**config.mk**
```make
export PLATFORM = sky130hd
export DESIGN_NAME = crtc_mode_loader_flat
export DESIGN_NICKNAME = d
export VERILOG_FILES = /design/src/rtl/crtc_mode_loader_pkg.sv /design/src/rtl/crtc_mode_loader_if.sv /design/src/rtl/crtc_mode_loader.sv /design/src/flat_wrapper.sv
export SDC_FILE = /design/constraint.sdc
export NUM_CORES = 1
export LEC_CHECK = 0
export ABC_AREA = 1
export CORE_MARGIN = 3
export CORE_UTILIZATION = 31
export DETAILED_ROUTE_END_ITERATION = 16
export PLACE_DENSITY = 0.63
export SLEW_MARGIN = 20
export SYNTH_ARGS = -nofsm -noshare
export SYNTH_HDL_FRONTEND = slang
export SYNTH_SLANG_ARGS = --single-unit
export TNS_END_PERCENT = 5
```
**constraint.sdc**
```tcl
create_clock -name CLOCK -period 1.44 [get_ports CLOCK]
set_input_delay 0.144 -clock CLOCK [delete_from_list [all_inputs] [get_ports CLOCK]]
set_output_delay 0.144 -clock CLOCK [all_outputs]
set_load 0.005 [all_outputs]
```
**src/rtl/crtc_mode_loader_pkg.sv**
```systemverilog
// rtl/crtc_mode_loader_pkg.sv - states, CRTC register map and bus encodings shared by the mode loader
// ST_ARM exists only when CRTC_LOADER_VSYNC_ALIGN_EN is defined.
package crtc_pkg;

    localparam int CRTC_NUM_REGS = 16;

    localparam logic [3:0] R_HTOTAL       = 4'd0;
    localparam logic [3:0] R_HDISP        = 4'd1;
    localparam logic [3:0] R_HSYNC_POS    = 4'd2;
    localparam logic [3:0] R_SYNC_WIDTH   = 4'd3;
    localparam logic [3:0] R_VTOTAL       = 4'd4;
    localparam logic [3:0] R_VTOTAL_ADJ   = 4'd5;
    localparam logic [3:0] R_VDISP        = 4'd6;
    localparam logic [3:0] R_VSYNC_POS    = 4'd7;
    localparam logic [3:0] R_INTERLACE    = 4'd8;
    localparam logic [3:0] R_MAX_RASTER   = 4'd9;
    localparam logic [3:0] R_CURSOR_START = 4'd10;
    localparam logic [3:0] R_CURSOR_END   = 4'd11;
    localparam logic [3:0] R_START_H      = 4'd12;
    localparam logic [3:0] R_START_L      = 4'd13;
    localparam logic [3:0] R_CURSOR_H     = 4'd14;
    localparam logic [3:0] R_CURSOR_L     = 4'd15;

    typedef enum logic [2:0] {
        ST_IDLE,
        ST_FETCH,
        ST_WR_ADDR,
        ST_WR_DATA,
        ST_RESTORE,
        ST_CPU_CYC
`ifdef CRTC_LOADER_VSYNC_ALIGN_EN
        , ST_ARM
`endif
    } loader_state_t;

    typedef struct packed {
        logic       enable;
        logic       ncs;
        logic       r_nw;
        logic       rs;
        logic [7:0] di;
    } crtc_bus_t;

    localparam logic      BUS_IDLE_ENABLE = 1'b0;
    localparam logic      BUS_IDLE_NCS    = 1'b1;
    localparam logic      BUS_IDLE_R_NW   = 1'b1;
    localparam crtc_bus_t BUS_IDLE = '{enable: BUS_IDLE_ENABLE, ncs: BUS_IDLE_NCS,
                                       r_nw: BUS_IDLE_R_NW, rs: 1'b0, di: 8'h00};

    function automatic crtc_bus_t bus_cycle(input logic r_nw, input logic rs, input logic [7:0] di);
        crtc_bus_t b;
        b.enable = 1'b1;
        b.ncs    = 1'b0;
        b.r_nw   = r_nw;
        b.rs     = rs;
        b.di     = di;
        return b;
    endfunction

endpackage

```
**src/rtl/crtc_mode_loader_if.sv**
```systemverilog
// rtl/crtc_mode_loader_if.sv - CPU-side register access port of the CRTC mode loader
interface crtc_mode_loader_if;
    logic       CPU_REQ;
    logic       CPU_WE;
    logic       CPU_RS;
    logic [7:0] CPU_DI;
    logic [7:0] CPU_DO;
    logic       CPU_ACK;
    logic       CPU_WAIT;

    modport master (
        output CPU_REQ, CPU_WE, CPU_RS, CPU_DI,
        input  CPU_DO, CPU_ACK, CPU_WAIT
    );

    modport slave (
        input  CPU_REQ, CPU_WE, CPU_RS, CPU_DI,
        output CPU_DO, CPU_ACK, CPU_WAIT
    );
endinterface

```
**src/rtl/crtc_mode_loader.sv**
```systemverilog
// rtl/crtc_mode_loader.sv - streams a mode table into the CRTC and arbitrates CPU register accesses
// Optional VSYNC-aligned load start: CRTC_LOADER_VSYNC_ALIGN_EN.
module crtc_mode_loader
    import crtc_pkg::*;
#(
    parameter int MODE_W     = 2,
    parameter int NUM_REGS   = CRTC_NUM_REGS,
    parameter int AUTOLOAD   = 1,
    parameter int RESET_MODE = 0
) (
    input  logic                CLOCK,
    input  logic                RESET,
    input  logic [MODE_W-1:0]   MODE_SEL,
    input  logic                MODE_LOAD,
    output logic                BUSY,
    output logic                DONE,
    output logic [MODE_W+3:0]   TBL_ADDR,
    input  logic [7:0]          TBL_DATA,
    crtc_mode_loader_if.slave   cpu,
    output logic                CRTC_ENABLE,
    output logic                CRTC_nCS,
    output logic                CRTC_R_nW,
    output logic                CRTC_RS,
    output logic [7:0]          CRTC_DI,
    input  logic [7:0]          CRTC_DO,
    input  logic                VSYNC
);

    loader_state_t      state_q, state_d;
    crtc_bus_t          bus_q, bus_d;
    logic [MODE_W-1:0]  mode_q, pend_mode, go_mode;
    logic [3:0]         idx_q;
    logic               load_pend, load_go;
    logic               busy_q, done_q, ack_q, wait_q;
    logic [7:0]         do_q;
    logic [4:0]         shadow_q, sh_l;
    logic               we_l, rs_l;
    logic               last_idx;

    assign last_idx = (idx_q == 4'(NUM_REGS - 1));

`ifdef CRTC_LOADER_VSYNC_ALIGN_EN
    logic auto_q, vsync_q;

    // Only the post-reset autoload may bypass VSYNC alignment.
    always_ff @(posedge CLOCK or posedge RESET) begin
        if (RESET) begin
            auto_q  <= (AUTOLOAD != 0);
            vsync_q <= 1'b0;
        end else begin
            vsync_q <= VSYNC;
            if (load_go || (MODE_LOAD && state_q != ST_IDLE)) begin
                auto_q <= 1'b0;
            end
        end
    end
`else
    logic unused_vsync;
    assign unused_vsync = VSYNC;
`endif

    always_comb begin
        state_d = state_q;
        bus_d   = BUS_IDLE;
        load_go = 1'b0;
        go_mode = pend_mode;
        case (state_q)
            ST_IDLE: begin
                // Loads outrank the CPU; REQ is ignored while its ACK is still showing.
                if (MODE_LOAD || load_pend) begin
                    load_go = 1'b1;
                    go_mode = MODE_LOAD ? MODE_SEL : pend_mode;
`ifdef CRTC_LOADER_VSYNC_ALIGN_EN
                    state_d = (!MODE_LOAD && auto_q) ? ST_FETCH : ST_ARM;
`else
                    state_d = ST_FETCH;
`endif
                end else if (cpu.CPU_REQ && !ack_q) begin
                    state_d = ST_CPU_CYC;
                    bus_d   = bus_cycle(!cpu.CPU_WE, cpu.CPU_RS, cpu.CPU_DI);
                end
            end
`ifdef CRTC_LOADER_VSYNC_ALIGN_EN
            ST_ARM: begin
                if (VSYNC && !vsync_q) begin
                    state_d = ST_FETCH;
                end
            end
`endif
            ST_FETCH: begin
                state_d = ST_WR_ADDR;
                bus_d   = bus_cycle(1'b0, 1'b0, 8'(idx_q));
            end
            ST_WR_ADDR: begin
                state_d = ST_WR_DATA;
                bus_d   = bus_cycle(1'b0, 1'b1, TBL_DATA);
            end
            ST_WR_DATA: begin
                if (last_idx) begin
                    state_d = ST_RESTORE;
                    bus_d   = bus_cycle(1'b0, 1'b0, {3'b000, shadow_q});
                end else begin
                    state_d = ST_FETCH;
                end
            end
            ST_RESTORE: state_d = ST_IDLE;
            ST_CPU_CYC: state_d = ST_IDLE;
            default:    state_d = ST_IDLE;
        endcase
    end

    // Bus values are registered on entry so each bus cycle lines up with its state.
    always_ff @(posedge CLOCK or posedge RESET) begin
        if (RESET) begin
            state_q   <= ST_IDLE;
            bus_q     <= BUS_IDLE;
            busy_q    <= 1'b0;
            done_q    <= 1'b0;
            ack_q     <= 1'b0;
            wait_q    <= 1'b0;
            do_q      <= 8'h00;
            idx_q     <= 4'd0;
            mode_q    <= '0;
            shadow_q  <= 5'd0;
            load_pend <= (AUTOLOAD != 0);
            pend_mode <= MODE_W'(RESET_MODE);
            we_l      <= 1'b0;
            rs_l      <= 1'b0;
            sh_l      <= 5'd0;
        end else begin
            state_q <= state_d;
            bus_q   <= bus_d;
            done_q  <= (state_q == ST_RESTORE);
            ack_q   <= (state_q == ST_CPU_CYC);
            wait_q  <= cpu.CPU_REQ && !ack_q && (state_q != ST_CPU_CYC) && (state_d != ST_CPU_CYC);

            if (load_go) begin
                busy_q    <= 1'b1;
                idx_q     <= 4'd0;
                mode_q    <= go_mode;
                load_pend <= 1'b0;
            end else if (state_q == ST_RESTORE) begin
                busy_q <= 1'b0;
            end

            if (state_q == ST_WR_DATA && !last_idx) begin
                idx_q <= idx_q + 4'd1;
            end

            // A request arriving mid-load is kept as a single pending load; the latest mode wins.
            if (MODE_LOAD && state_q != ST_IDLE) begin
                load_pend <= 1'b1;
                pend_mode <= MODE_SEL;
            end

            if (state_q == ST_IDLE && state_d == ST_CPU_CYC) begin
                we_l <= cpu.CPU_WE;
                rs_l <= cpu.CPU_RS;
                sh_l <= cpu.CPU_DI[4:0];
            end

            if (state_q == ST_CPU_CYC) begin
                if (!we_l) begin
                    do_q <= CRTC_DO;
                end else if (!rs_l) begin
                    shadow_q <= sh_l;
                end
            end
        end
    end

    assign BUSY         = busy_q;
    assign DONE         = done_q;
    assign TBL_ADDR     = {mode_q, idx_q};
    assign cpu.CPU_DO   = do_q;
    assign cpu.CPU_ACK  = ack_q;
    assign cpu.CPU_WAIT = wait_q;
    assign CRTC_ENABLE  = bus_q.enable;
    assign CRTC_nCS     = bus_q.ncs;
    assign CRTC_R_nW    = bus_q.r_nw;
    assign CRTC_RS      = bus_q.rs;
    assign CRTC_DI      = bus_q.di;

endmodule

```
**src/flat_wrapper.sv**
```systemverilog
// flat-port wrapper written by rule: the top's interface ports become plain ports
module crtc_mode_loader_flat import crtc_pkg::*;
#(
    parameter int MODE_W     = 2,
    parameter int NUM_REGS   = CRTC_NUM_REGS,
    parameter int AUTOLOAD   = 1,
    parameter int RESET_MODE = 0
)
  (CLOCK, RESET, MODE_SEL, MODE_LOAD, BUSY, DONE, TBL_ADDR, TBL_DATA, CRTC_ENABLE, CRTC_nCS, CRTC_R_nW, CRTC_RS, CRTC_DI, CRTC_DO, VSYNC, cpu_CPU_REQ, cpu_CPU_WE, cpu_CPU_RS, cpu_CPU_DI, cpu_CPU_DO, cpu_CPU_ACK, cpu_CPU_WAIT);
  crtc_mode_loader_if cpu_i ();
  input  logic CLOCK;
  input  logic RESET;
  input  logic [MODE_W-1:0] MODE_SEL;
  input  logic MODE_LOAD;
  output logic BUSY;
  output logic DONE;
  output logic [MODE_W+3:0] TBL_ADDR;
  input  logic [7:0] TBL_DATA;
  output logic CRTC_ENABLE;
  output logic CRTC_nCS;
  output logic CRTC_R_nW;
  output logic CRTC_RS;
  output logic [7:0] CRTC_DI;
  input  logic [7:0] CRTC_DO;
  input  logic VSYNC;
  input wire logic [$bits(cpu_i.CPU_REQ)-1:0] cpu_CPU_REQ;
  input wire logic [$bits(cpu_i.CPU_WE)-1:0] cpu_CPU_WE;
  input wire logic [$bits(cpu_i.CPU_RS)-1:0] cpu_CPU_RS;
  input wire logic [$bits(cpu_i.CPU_DI)-1:0] cpu_CPU_DI;
  output wire logic [$bits(cpu_i.CPU_DO)-1:0] cpu_CPU_DO;
  output wire logic [$bits(cpu_i.CPU_ACK)-1:0] cpu_CPU_ACK;
  output wire logic [$bits(cpu_i.CPU_WAIT)-1:0] cpu_CPU_WAIT;
  assign cpu_i.CPU_REQ = cpu_CPU_REQ;
  assign cpu_i.CPU_WE = cpu_CPU_WE;
  assign cpu_i.CPU_RS = cpu_CPU_RS;
  assign cpu_i.CPU_DI = cpu_CPU_DI;
  assign cpu_CPU_DO = cpu_i.CPU_DO;
  assign cpu_CPU_ACK = cpu_i.CPU_ACK;
  assign cpu_CPU_WAIT = cpu_i.CPU_WAIT;
  crtc_mode_loader #(.MODE_W(MODE_W), .NUM_REGS(NUM_REGS), .AUTOLOAD(AUTOLOAD), .RESET_MODE(RESET_MODE)) u_core (.CLOCK(CLOCK), .RESET(RESET), .MODE_SEL(MODE_SEL), .MODE_LOAD(MODE_LOAD), .BUSY(BUSY), .DONE(DONE), .TBL_ADDR(TBL_ADDR), .TBL_DATA(TBL_DATA), .cpu(cpu_i), .CRTC_ENABLE(CRTC_ENABLE), .CRTC_nCS(CRTC_nCS), .CRTC_R_nW(CRTC_R_nW), .CRTC_RS(CRTC_RS), .CRTC_DI(CRTC_DI), .CRTC_DO(CRTC_DO), .VSYNC(VSYNC));
endmodule
```
==> Implementation_results.wiki, run 1 <==
{| class="wikitable"
! Metric !! Value
|-
| Adder-Cell Fraction of Synth Area || 0.571%
|-
| Filler cell count in the final layout || 707
|-
| Routed length per placed instance || 12.2 µm
|-
| Max stage delay on crit path || 0.51 ns
|-
| Run status || finished, final reports clean
|-
| Setup violation total in the final timing report || 0
|-
| Total via count in the routed design || 1839
|-
| Detail Route Antenna Nets || 0
|-
| Cell family contributing the most delay on the critical path || buffers and inverters
|-
| Share of the cycle needed by the critical path after routing || 92.1%
|-
| Placer Congestion || 0.807
|-
| Total gr overflow || 0
|-
| Relative area change from synthesis to final layout || 43.9%
|-
| Drt total wl || 5.13 mm
|-
| Setup Crit Path Kind || flip-flop to primary output
|-
| Die area || 0.00811 mm²
|-
| Root buf cell || clkbuf_8
|-
| Sequential cell area fraction in the yosys report || 55.0%
|-
| CP cell instances || clkdlybuf4s50_1
|-
| Pin count of the biggest net entering global routing || 26
|-
| Lkg Pwr || 1.56 nW
|-
| Worst hold path class || input pin to async pin
|-
| Mapped cell area || 0.00219 mm²
|-
| Most common cell after layout, fill and taps aside || nand2_1
|-
| Area inside the core boundary || 0.00683 mm²
|-
| Flops & latches, synth || 48
|-
| Kind of start point of the critical path || flip-flop
|-
| Synthesized netlist net count || 280
|-
| Power density normalized to cell area || 1730 mW/mm²
|-
| Mean instance size in the synthesized netlist || 8.91 µm²
|-
| Total number of clock tree sinks || 48
|-
| Post-route standard cell area excluding fillers || 0.00315 mm²
|-
| Max-capacitance violation count || 0
|-
| Worst Reg2Reg Path Length in Cells || 5
|-
| Maximum vdd ir drop || 0.703 mV
|-
| Compound-cell area share of the yosys netlist || 4.74%
|-
| Die Y || 90.1 µm
|-
| Dpl hpwl || 3.80 mm
|-
| Worst Tran Pin Value || 0.341 ns
|-
| Count of pins on the block boundary || 63
|-
| Source-to-sink clock delay at the later pin of the worst-skew pair || 0.29 ns
|-
| Overall fraction of global-route tracks in use || 13.0%
|-
| Hold-fix buffers, CTS || 0
|-
| Antenna violations before repair || 0
|-
| Nets || 358
|-
| H-Tree Level Count || 2
|-
| Headroom to the max-slew limit || 77.2%
|-
| Maximum clock skew at final layout || 0.00422 ns
|-
| Count of yosys warnings during synthesis || 0
|-
| Highest fanout seen on the critical path || 3
|-
| Final hold vios || 0
|-
| Final slew viol count || 0
|-
| Horizontal die dimension || 90.1 µm
|-
| Post-synthesis cell count || 246
|-
| Cell variety after synth || 25
|-
| Critical Path Slowest Stage Cell || clkdlybuf4s50_1
|-
| Combinational family with the most area after synthesis || simple AND/OR/NAND/NOR gates
|-
| Clock buffer depth || 2
|-
| First-pass GRT wire length || 8.45 mm
|-
| Layout cell share with drive strength beyond 1 || 17.2%
|-
| Share of cell area taken by muxes after synthesis || 0%
|-
| Buffers plus inverters on the worst setup path || 1
|-
| Post-synthesis share of cell area spent on xor and xnor gates || 0%
|-
| Endpoint type of the worst setup path || primary output
|-
| Finished Core Util || 46.1%
|-
| Vias in the first global route || 1805
|-
| Instance area after placement || 0.00302 mm²
|-
| Clock-pin slew on the worst setup and hold paths || 0.09 ns
|-
| Total Power || 5.45 mW
|-
| Initial cell density of the core || 32.1%
|-
| Top achievable clock speed || 754 MHz
|-
| RSZ-0062 raised after global routing || false
|-
| Logic depth of the worst path, buffers included || 1
|-
| Total number of placement rows || 30
|-
| Remaining routing DRC violations || 0
|-
| Port Buf Inserts || 61
|-
| Arrival time of data at the critical path endpoint || 1.18 ns
|-
| Iteration count of the initial detailed-routing pass || 4
|-
| ANT cells || 0
|-
| Number of CTS-inserted buffers || 5
|-
| Final critical-path required period || 1.33 ns
|-
| Simple-gate area share of the yosys netlist || 33.3%
|-
| Total negative setup slack || 0 ns
|-
| Req. time, crit path || 1.30 ns
|-
| Mean number of vias per cell || 4.37
|-
| Drt initial violations || 72
|-
| Clock tree from TritonCTS || done
|-
| Commonest non-fill, non-tap cells in the layout || nand2_1, clkdlybuf4s50_1, dfrtp_1
|}
## where the power goes
| group | switching, mW | total [mW] | internal, mW |
|---|---|---|---|
| combinational | 1.10 | 2.23 | 1.13 |
| sequential | 0.286 | 2.16 | 1.88 |
| clock | 0.442 | 1.06 | 0.613 |
## stage by stage
stage               setup slack (ns)  instances  hold WS (ns)
floorplan                      0.156        246         0.254
global placement              0.0436        413         0.459
detailed placement            0.0186        413         0.461
CTS                           0.0109        421         0.202
global route                  0.0203        421         0.215
finish                         0.114        421         0.193
## Yosys cell counts, drive strengths merged
| master | number | share of area [%] |
|---|---|---|
| nor3 | 2 | 1.2 |
| dfstp | 3 | 3.6 |
| nand3 | 14 | 3.2 |
| ha | 1 | 0.57 |
| inv | 18 | 3.2 |
| buf | 7 | 3.0 |
| or2 | 4 | 1.1 |
| clkbuf | 1 | 0.17 |
| nand4 | 16 | 4.6 |
| nand2 | 93 | 18 |
| dfrtp | 45 | 51 |
| o21ai | 20 | 4.7 |
| nor2 | 22 | 5.1 |
## logic make-up (layout without fill, tap and decap cells)
group / count (synthesis) / after routing
AND/OR/NAND/NOR: 151 / 151
buffers and inverters: 26 / 105
AO/OA/AOI/OAI: 20 / 20
adder cells (fa/ha/maj): 1 / 1
flip-flops: 48 / 48
## registers in the layout (all words and copies together), names as in the netlist, 2 cells and up
name,cells
u_core.sh_l,5
u_core.idx_q,4
u_core.state_q,3
u_core.cpu.CPU_DO,8
u_core.pend_mode,2
u_core.CRTC_DI,8
u_core.mode_q,2
u_core.shadow_q,5
## final cells by class
class / instances / area [µm²] / share of cell area (%)
Clock inverter: 1 / 30.0 / 0.953
Timing Repair Buffer: 79 / 779 / 24.7
Sequential cell: 48 / 1210 / 38.4
Multi-Input combinational cell: 172 / 846 / 26.8
Clock buffer: 7 / 96.3 / 3.06
Inverter: 18 / 70.1 / 2.22
Tap cell: 96 / 120 / 3.81
## metal layers
layer  wire length [µm]  share of wire (%)  vias to the layer above  track usage (%)
met2               2420                 47                       48             21.3
li1                   -                  -                      943                -
met3                219                4.3                        6             3.10
met5                  0                  0                        -                0
met1               2440                 48                      842             17.0
met4                 44               0.86                        0             3.83
## path summary, 6_finish.rpt
kind / slack [ns] / from / to
max in group asynchronous: 1.02 / RESET / u_core.CRTC_nCS$_DFF_PP1_
setup reg to reg: 0.14 / u_core.state_q[1]$_DFF_PP0_ / u_core.shadow_q[3]$_DFFE_PP0P_
hold reg to reg: 0.48 / u_core.sh_l[0]$_DFFE_PP0P_ / u_core.sh_l[0]$_DFFE_PP0P_
hold / removal: 0.19 / RESET / u_core.cpu.CPU_DO[4]$_DFFE_PP0P_
setup / recovery: 0.11 / u_core.cpu.CPU_ACK$_DFF_PP0_ / cpu_CPU_ACK
min in group CLOCK: 0.37 / CRTC_DO[5] / u_core.cpu.CPU_DO[5]$_DFFE_PP0P_
## what timing repair did
| action | CTS | global route |
|---|---|---|
| gates resized for setup | 7 | 3 |
| setup endpoints to repair | 6 | 6 |
| endpoints found under the hold margin | 0 | 0 |
| setup buffers | 0 | 0 |
No activity file was read; power rests on OpenSTA's default activity.
==> run 2: changes to the inputs <==
--- a/config.mk
+++ b/config.mk
@@ -6,7 +6,6 @@
 export NUM_CORES = 1
 export LEC_CHECK = 0
 export ABC_AREA = 1
-export CORE_MARGIN = 3
 export CORE_UTILIZATION = 31
 export DETAILED_ROUTE_END_ITERATION = 16
 export PLACE_DENSITY = 0.63
==> run 2 against run 1 <==
  * Flip-flop and latch count unchanged
  * Register-to-register slack worse by 0.02 ns
  * Cell count down 0.24%
  * Combinational power about the same
  * Critical path type unchanged
  * Critical endpoint is now TBL_ADDR[3]
  * Highest routed layer unchanged
==> Implementation_results.wiki, run 2 (synthesized netlist as in run 1, its figures left out) <==
{| class="wikitable"
! Metric !! Value
|-
| Power density normalized to cell area || 1680 mW/mm²
|-
| Iteration count of the initial detailed-routing pass || 4
|-
| Reg-to-reg slack, setup || 0.12 ns
|-
| Routed length per placed instance || 11.6 µm
|-
| Pre-CTS setup slack || 0.0147 ns
|-
| Number of gates given a new drive strength after cts || 4
|-
| Headroom to the max-slew limit || 76.7%
|-
| Post-route standard cell area excluding fillers || 0.00311 mm²
|-
| Count of pins on the block boundary || 63
|-
| Pin count of the biggest net entering global routing || 20
|-
| Hold-fix buffers, CTS || 0
|-
| Clock-pin slew on the worst setup and hold paths || 0.09 ns
|-
| Number of CTS-inserted buffers || 5
|-
| Root buf cell || clkbuf_8
|-
| Worst hold path class || input pin to async pin
|-
| Horizontal die dimension || 86.1 µm
|-
| Top achievable clock speed || 725 MHz
|-
| Kind of start point of the critical path || flip-flop
|-
| Max-capacitance violation count || 0
|-
| Endpoint type of the worst setup path || primary output
|-
| Worst Tran Pin Value || 0.349 ns
|-
| Die Y || 86.1 µm
|-
| Initial cell density of the core || 32.2%
|-
| Nets || 357
|-
| Detail Route Antenna Nets || 0
|-
| Instance area after placement || 0.00302 mm²
|-
| Dpl hpwl || 3.70 mm
|-
| Total gr overflow || 0
|-
| Commonest non-fill, non-tap cells in the layout || nand2_1, clkdlybuf4s50_1, dfrtp_1
|-
| Final hold vios || 0
|-
| Critical register-to-register path startpoint || u_core.state_q[0]$_DFF_PP0_
|-
| Setup violation total in the final timing report || 0
|-
| Maximum clock skew at final layout || 0.00731 ns
|-
| Total setup buffers inserted after CTS || 0
|-
| Arrival time of data at the critical path endpoint || 1.23 ns
|-
| Most common cell after layout, fill and taps aside || nand2_1
|-
| Req. time, crit path || 1.30 ns
|-
| Total number of clock tree sinks || 48
|-
| Relative area change from synthesis to final layout || 42.1%
|-
| RSZ-0062 raised after global routing || false
|-
| Worst Reg2Reg Path Length in Cells || 6
|-
| Total negative setup slack || 0 ns
|-
| Final slew viol count || 0
|-
| Endpoint of the worst-slack reg-to-reg timing path || u_core.shadow_q[4]$_DFFE_PP0P_
|-
| Total number of placement rows || 30
|-
| Overall fraction of global-route tracks in use || 14.4%
|-
| Placer Congestion || 0.786
|-
| Setup Crit Path Kind || flip-flop to primary output
|-
| Cell family contributing the most delay on the critical path || buffers and inverters
|-
| Mean number of vias per cell || 4.34
|-
| Drt initial violations || 65
|-
| Port Buf Inserts || 61
|-
| Layout cell share with drive strength beyond 1 || 16.7%
|-
| Clock buffer depth || 2
|-
| Area inside the core boundary || 0.00679 mm²
|-
| Hold_ws || 0.120 ns
|-
| Max stage delay on crit path || 0.51 ns
|-
| Critical Path Slowest Stage Cell || clkdlybuf4s50_1
|-
| Lkg Pwr || 1.52 nW
|-
| Vias in the first global route || 1753
|-
| Setup WS post-layout || 0.0614 ns
|-
| Die area || 0.00741 mm²
|-
| Buffers plus inverters on the worst setup path || 1
|-
| Source-to-sink clock delay at the later pin of the worst-skew pair || 0.30 ns
|-
| Final critical-path required period || 1.38 ns
|-
| First-pass GRT wire length || 8.36 mm
|-
| Maximum vdd ir drop || 0.717 mV
|-
| Total Power || 5.23 mW
|-
| Clock tree from TritonCTS || done
|-
| H-Tree Level Count || 2
|-
| CP cell instances || clkdlybuf4s50_1
|-
| Remaining routing DRC violations || 0
|-
| Run status || finished, final reports clean
|-
| Antenna violations before repair || 0
|-
| Drt total wl || 4.88 mm
|-
| ANT cells || 0
|-
| Share of the cycle needed by the critical path after routing || 95.7%
|-
| Total via count in the routed design || 1823
|-
| Filler cell count in the final layout || 704
|-
| Multi-input logic area || 848 µm²
|-
| Seq. cell area || 0.00121 mm²
|-
| Highest fanout seen on the critical path || 5
|}
[run 2: cell count changes in the layout (fill, tap and decap cells not counted)]
cell / delta
dfrtp_1: +2
clkdlybuf4s50_1: +2
clkbuf_8: -1
dfrtp_2: -2
inv_6: +1
nor2_1: -1
clkinv_2: +1
dlymetal6s2s_1: -1
nor2_2: +1
dlygate4sd2_1: -1
bufinv_16: -1
buf_4: -1
[run 2: cell type report]
class	instances	area share (%)
clock inverters	2	0.442
multi-input cells	172	27.3
inverters	18	2.25
repair buffers	78	24.8
well taps	96	3.86
flip-flops and latches	48	38.8
clock buffers	6	2.65
[run 2: where the power goes]
| group | internal (mW) | leakage (nW) | switching [mW] |
|---|---|---|---|
| clock | 0.394 | 0.0516 | 0.471 |
| combinational | 1.13 | 0.867 | 1.07 |
| sequential | 1.87 | 0.601 | 0.291 |
| total | 3.39 | 1.52 | 1.84 |
[run 2: how the worst max path moves through the flow]
stage                                start                              to  slack [ns]  depth (start not counted)
2_1_floorplan                        RESET         u_core.BUSY$_DFFE_PP0P_        0.16                          1
3_3_place_gp                   cpu_CPU_REQ         u_core.we_l$_DFFE_PP0P_        0.05                          6
3_5_place_dp                   cpu_CPU_REQ         u_core.rs_l$_DFFE_PP0P_        0.01                          8
4_1_cts        u_core.idx_q[3]$_DFFE_PP0P_                     TBL_ADDR[3]       0.001                          1
5_1_grt        u_core.state_q[0]$_DFF_PP0_  u_core.shadow_q[4]$_DFFE_PP0P_       0.007                          6
6_report       u_core.idx_q[3]$_DFFE_PP0P_                     TBL_ADDR[3]        0.06                          1
[run 2: routing by layer]
layer	vias to the layer above	track usage [%]	wire, µm
met4	0	3.18	37
met5	-	0	0
met2	44	23.2	2210
li1	943	-	-
met1	830	19.9	2410
met3	6	3.08	218
[run 2: stage by stage]
stage,std cells,util [%]
finish,420,45.8
global route,420,45.8
CTS,420,45.7
detailed placement,412,44.4
global placement,412,44.4
floorplan,246,-
==> run 3: changes to the inputs <==
--- a/config.mk
+++ b/config.mk
@@ -6,9 +6,9 @@
 export NUM_CORES = 1
 export LEC_CHECK = 0
 export ABC_AREA = 1
-export CORE_UTILIZATION = 31
+export CORE_UTILIZATION = 47
 export DETAILED_ROUTE_END_ITERATION = 16
-export PLACE_DENSITY = 0.63
+export PLACE_DENSITY = 0.86
 export SLEW_MARGIN = 20
 export SYNTH_ARGS = -nofsm -noshare
 export SYNTH_HDL_FRONTEND = slang
==> run 3 against run 2 <==
  * Power down 1.1%
  * Clock power fell by 8.4%
  * Via count rose by 3.1%
  * Clock skew decreased by 0.0020 ns
  * Fmax grew 0.88%
  * Hold slack got worse by 0.052 ns
  * Die area down 33%
  * Register-to-register slack hardly changed
  * Sequential power about the same
  * Non-clock buffer count shrank 2
  * Critical path depth did not move
  * Largest power group unchanged
==> Implementation_results.wiki, run 3 (synthesized netlist as in run 1, its figures left out) <==
{| class="wikitable"
! Metric !! Value
|-
| Horizontal die dimension || 70.3 µm
|-
| Initial cell density of the core || 49.6%
|-
| Worst Reg2Reg Path Length in Cells || 5
|-
| Critical Path Slowest Stage Cell || clkdlybuf4s50_1
|-
| Power density normalized to cell area || 1710 mW/mm²
|-
| Port Buf Inserts || 61
|-
| Headroom to the max-slew limit || 76.6%
|-
| Vias in the first global route || 1800
|-
| Overall fraction of global-route tracks in use || 21.7%
|-
| Reg-to-reg slack, setup || 0.11 ns
|-
| Drt total wl || 4.91 mm
|-
| Cell family contributing the most delay on the critical path || buffers and inverters
|-
| ANT cells || 0
|-
| Antenna violations before repair || 0
|-
| Endpoint type of the worst setup path || primary output
|-
| Nets || 355
|-
| Setup violation total in the final timing report || 0
|-
| Count of pins on the block boundary || 63
|-
| Critical register-to-register path startpoint || u_core.state_q[1]$_DFF_PP0_
|-
| Total gr overflow || 0
|-
| Relative area change from synthesis to final layout || 38.3%
|-
| Clock tree from TritonCTS || done
|-
| Area inside the core boundary || 0.00441 mm²
|-
| Most common cell after layout, fill and taps aside || nand2_1
|-
| Worst Tran Pin Value || 0.350 ns
|-
| Setup WS post-layout || 0.0735 ns
|-
| Endpoint of the worst-slack reg-to-reg timing path || u_core.cpu.CPU_DO[6]$_DFFE_PP0P_
|-
| Highest fanout seen on the critical path || 3
|-
| Layout cell share with drive strength beyond 1 || 16.1%
|-
| Maximum vdd ir drop || 1.13 mV
|-
| Routed length per placed instance || 13.1 µm
|-
| Drt initial violations || 131
|-
| Finished Core Util || 68.7%
|-
| Number of CTS-inserted buffers || 5
|-
| H-Tree Level Count || 2
|-
| Share of the cycle needed by the critical path after routing || 94.9%
|-
| Commonest non-fill, non-tap cells in the layout || nand2_1, clkdlybuf4s50_1, dfrtp_1
|-
| Max-capacitance violation count || 0
|-
| Highest metal used || met4
|-
| Maximum clock skew at final layout || 0.00527 ns
|-
| Setup Crit Path Kind || flip-flop to primary output
|-
| Req. time, crit path || 1.30 ns
|-
| Kind of start point of the critical path || flip-flop
|-
| Arrival time of data at the critical path endpoint || 1.22 ns
|-
| CP cell instances || clkdlybuf4s50_1
|-
| Max stage delay on crit path || 0.52 ns
|-
| Placer Congestion || 0.875
|-
| Total met3 wirelength after detailed routing || 284 µm
|-
| Top achievable clock speed || 732 MHz
|-
| Total Power || 5.17 mW
|-
| Worst hold path class || input pin to async pin
|-
| Pin count of the biggest net entering global routing || 26
|-
| Run status || finished, final reports clean
|-
| Die Y || 70.3 µm
|-
| Die area || 0.00494 mm²
|-
| Total number of clock tree sinks || 48
|-
| Source-to-sink clock delay at the later pin of the worst-skew pair || 0.30 ns
|-
| First-pass GRT wire length || 8.40 mm
|-
| Hold_ws || 0.0686 ns
|-
| Iteration count of the initial detailed-routing pass || 5
|-
| RSZ-0062 raised after global routing || false
|-
| Final slew viol count || 0
|-
| Root buf cell || clkbuf_8
|-
| Final critical-path required period || 1.37 ns
|-
| Lkg Pwr || 1.53 nW
|-
| Clock buffer depth || 2
|-
| Total via count in the routed design || 1880
|-
| Pre-CTS setup slack || -0.0313 ns
|-
| Final hold vios || 0
|-
| DRT met1 WL || 2.20 mm
|-
| Mean number of vias per cell || 5.03
|-
| Met2 wirelength from detailed routing || 2.27 mm
|-
| Remaining routing DRC violations || 0
|-
| Clock-pin slew on the worst setup and hold paths || 0.09 ns
|-
| Detail Route Antenna Nets || 0
|-
| Buffers plus inverters on the worst setup path || 1
|-
| Dpl hpwl || 3.67 mm
|-
| Total number of placement rows || 24
|}
==> run 3: worst max path at each step <==
stage / slack, ns / depth (start not counted) / to / from
global placement: -0.002 / 7 / u_core.we_l$_DFFE_PP0P_ / MODE_LOAD
floorplan: 0.16 / 1 / u_core.BUSY$_DFFE_PP0P_ / RESET
detailed placement: -0.03 / 7 / u_core.we_l$_DFFE_PP0P_ / MODE_LOAD
finish: 0.07 / 1 / TBL_ADDR[2] / u_core.idx_q[2]$_DFFE_PP0P_
CTS: 0.01 / 2 / TBL_ADDR[1] / u_core.idx_q[1]$_DFFE_PP0P_
global route: 0.007 / 6 / u_core.idx_q[3]$_DFFE_PP0P_ / u_core.idx_q[1]$_DFFE_PP0P_
==> run 3: metal layers <==
layer / track usage (%) / up-vias
met1: 29.9 / 855
li1: - / 946
met5: 0 / -
met4: 9.78 / 0
met2: 32.9 / 65
met3: 4.47 / 14
==> run 3: stage by stage <==
| step | std cells | cell area, µm² | TNS, ns |
|---|---|---|---|
| 6_report | 374 | 3030 | 0 |
| 5_1_grt | 374 | 3030 | 0 |
| 4_1_cts | 374 | 3020 | 0 |
| 3_5_place_dp | 366 | 2930 | -0.0489 |
| 3_3_place_gp | 366 | 2930 | -0.00160 |
| 2_1_floorplan | 246 | 2190 | 0 |
==> run 3: final cells by class <==
cell class                      count  area [µm²]
Clock buffer                        5        68.8
Clock inverter                      3        18.8
Tap cell                           52        65.1
Sequential cell                    48        1210
Fill cell                         361        1380
Timing Repair Buffer               76         753
Inverter                           18        70.1
Multi-Input combinational cell    172         846
==> run 3: where the power goes <==
part	internal [mW]	switching, mW	leakage (nW)
Sequential	1.88	0.298	0.600
Combinational	1.10	1.10	0.883
Clock	0.339	0.452	0.0479
==> run 3: what timing repair did <==
action,CTS,global route
pin swaps,0,0
hold buffers,0,0
endpoints found under the setup margin,4,20
gates resized for setup,4,5
buffers inserted,0,0
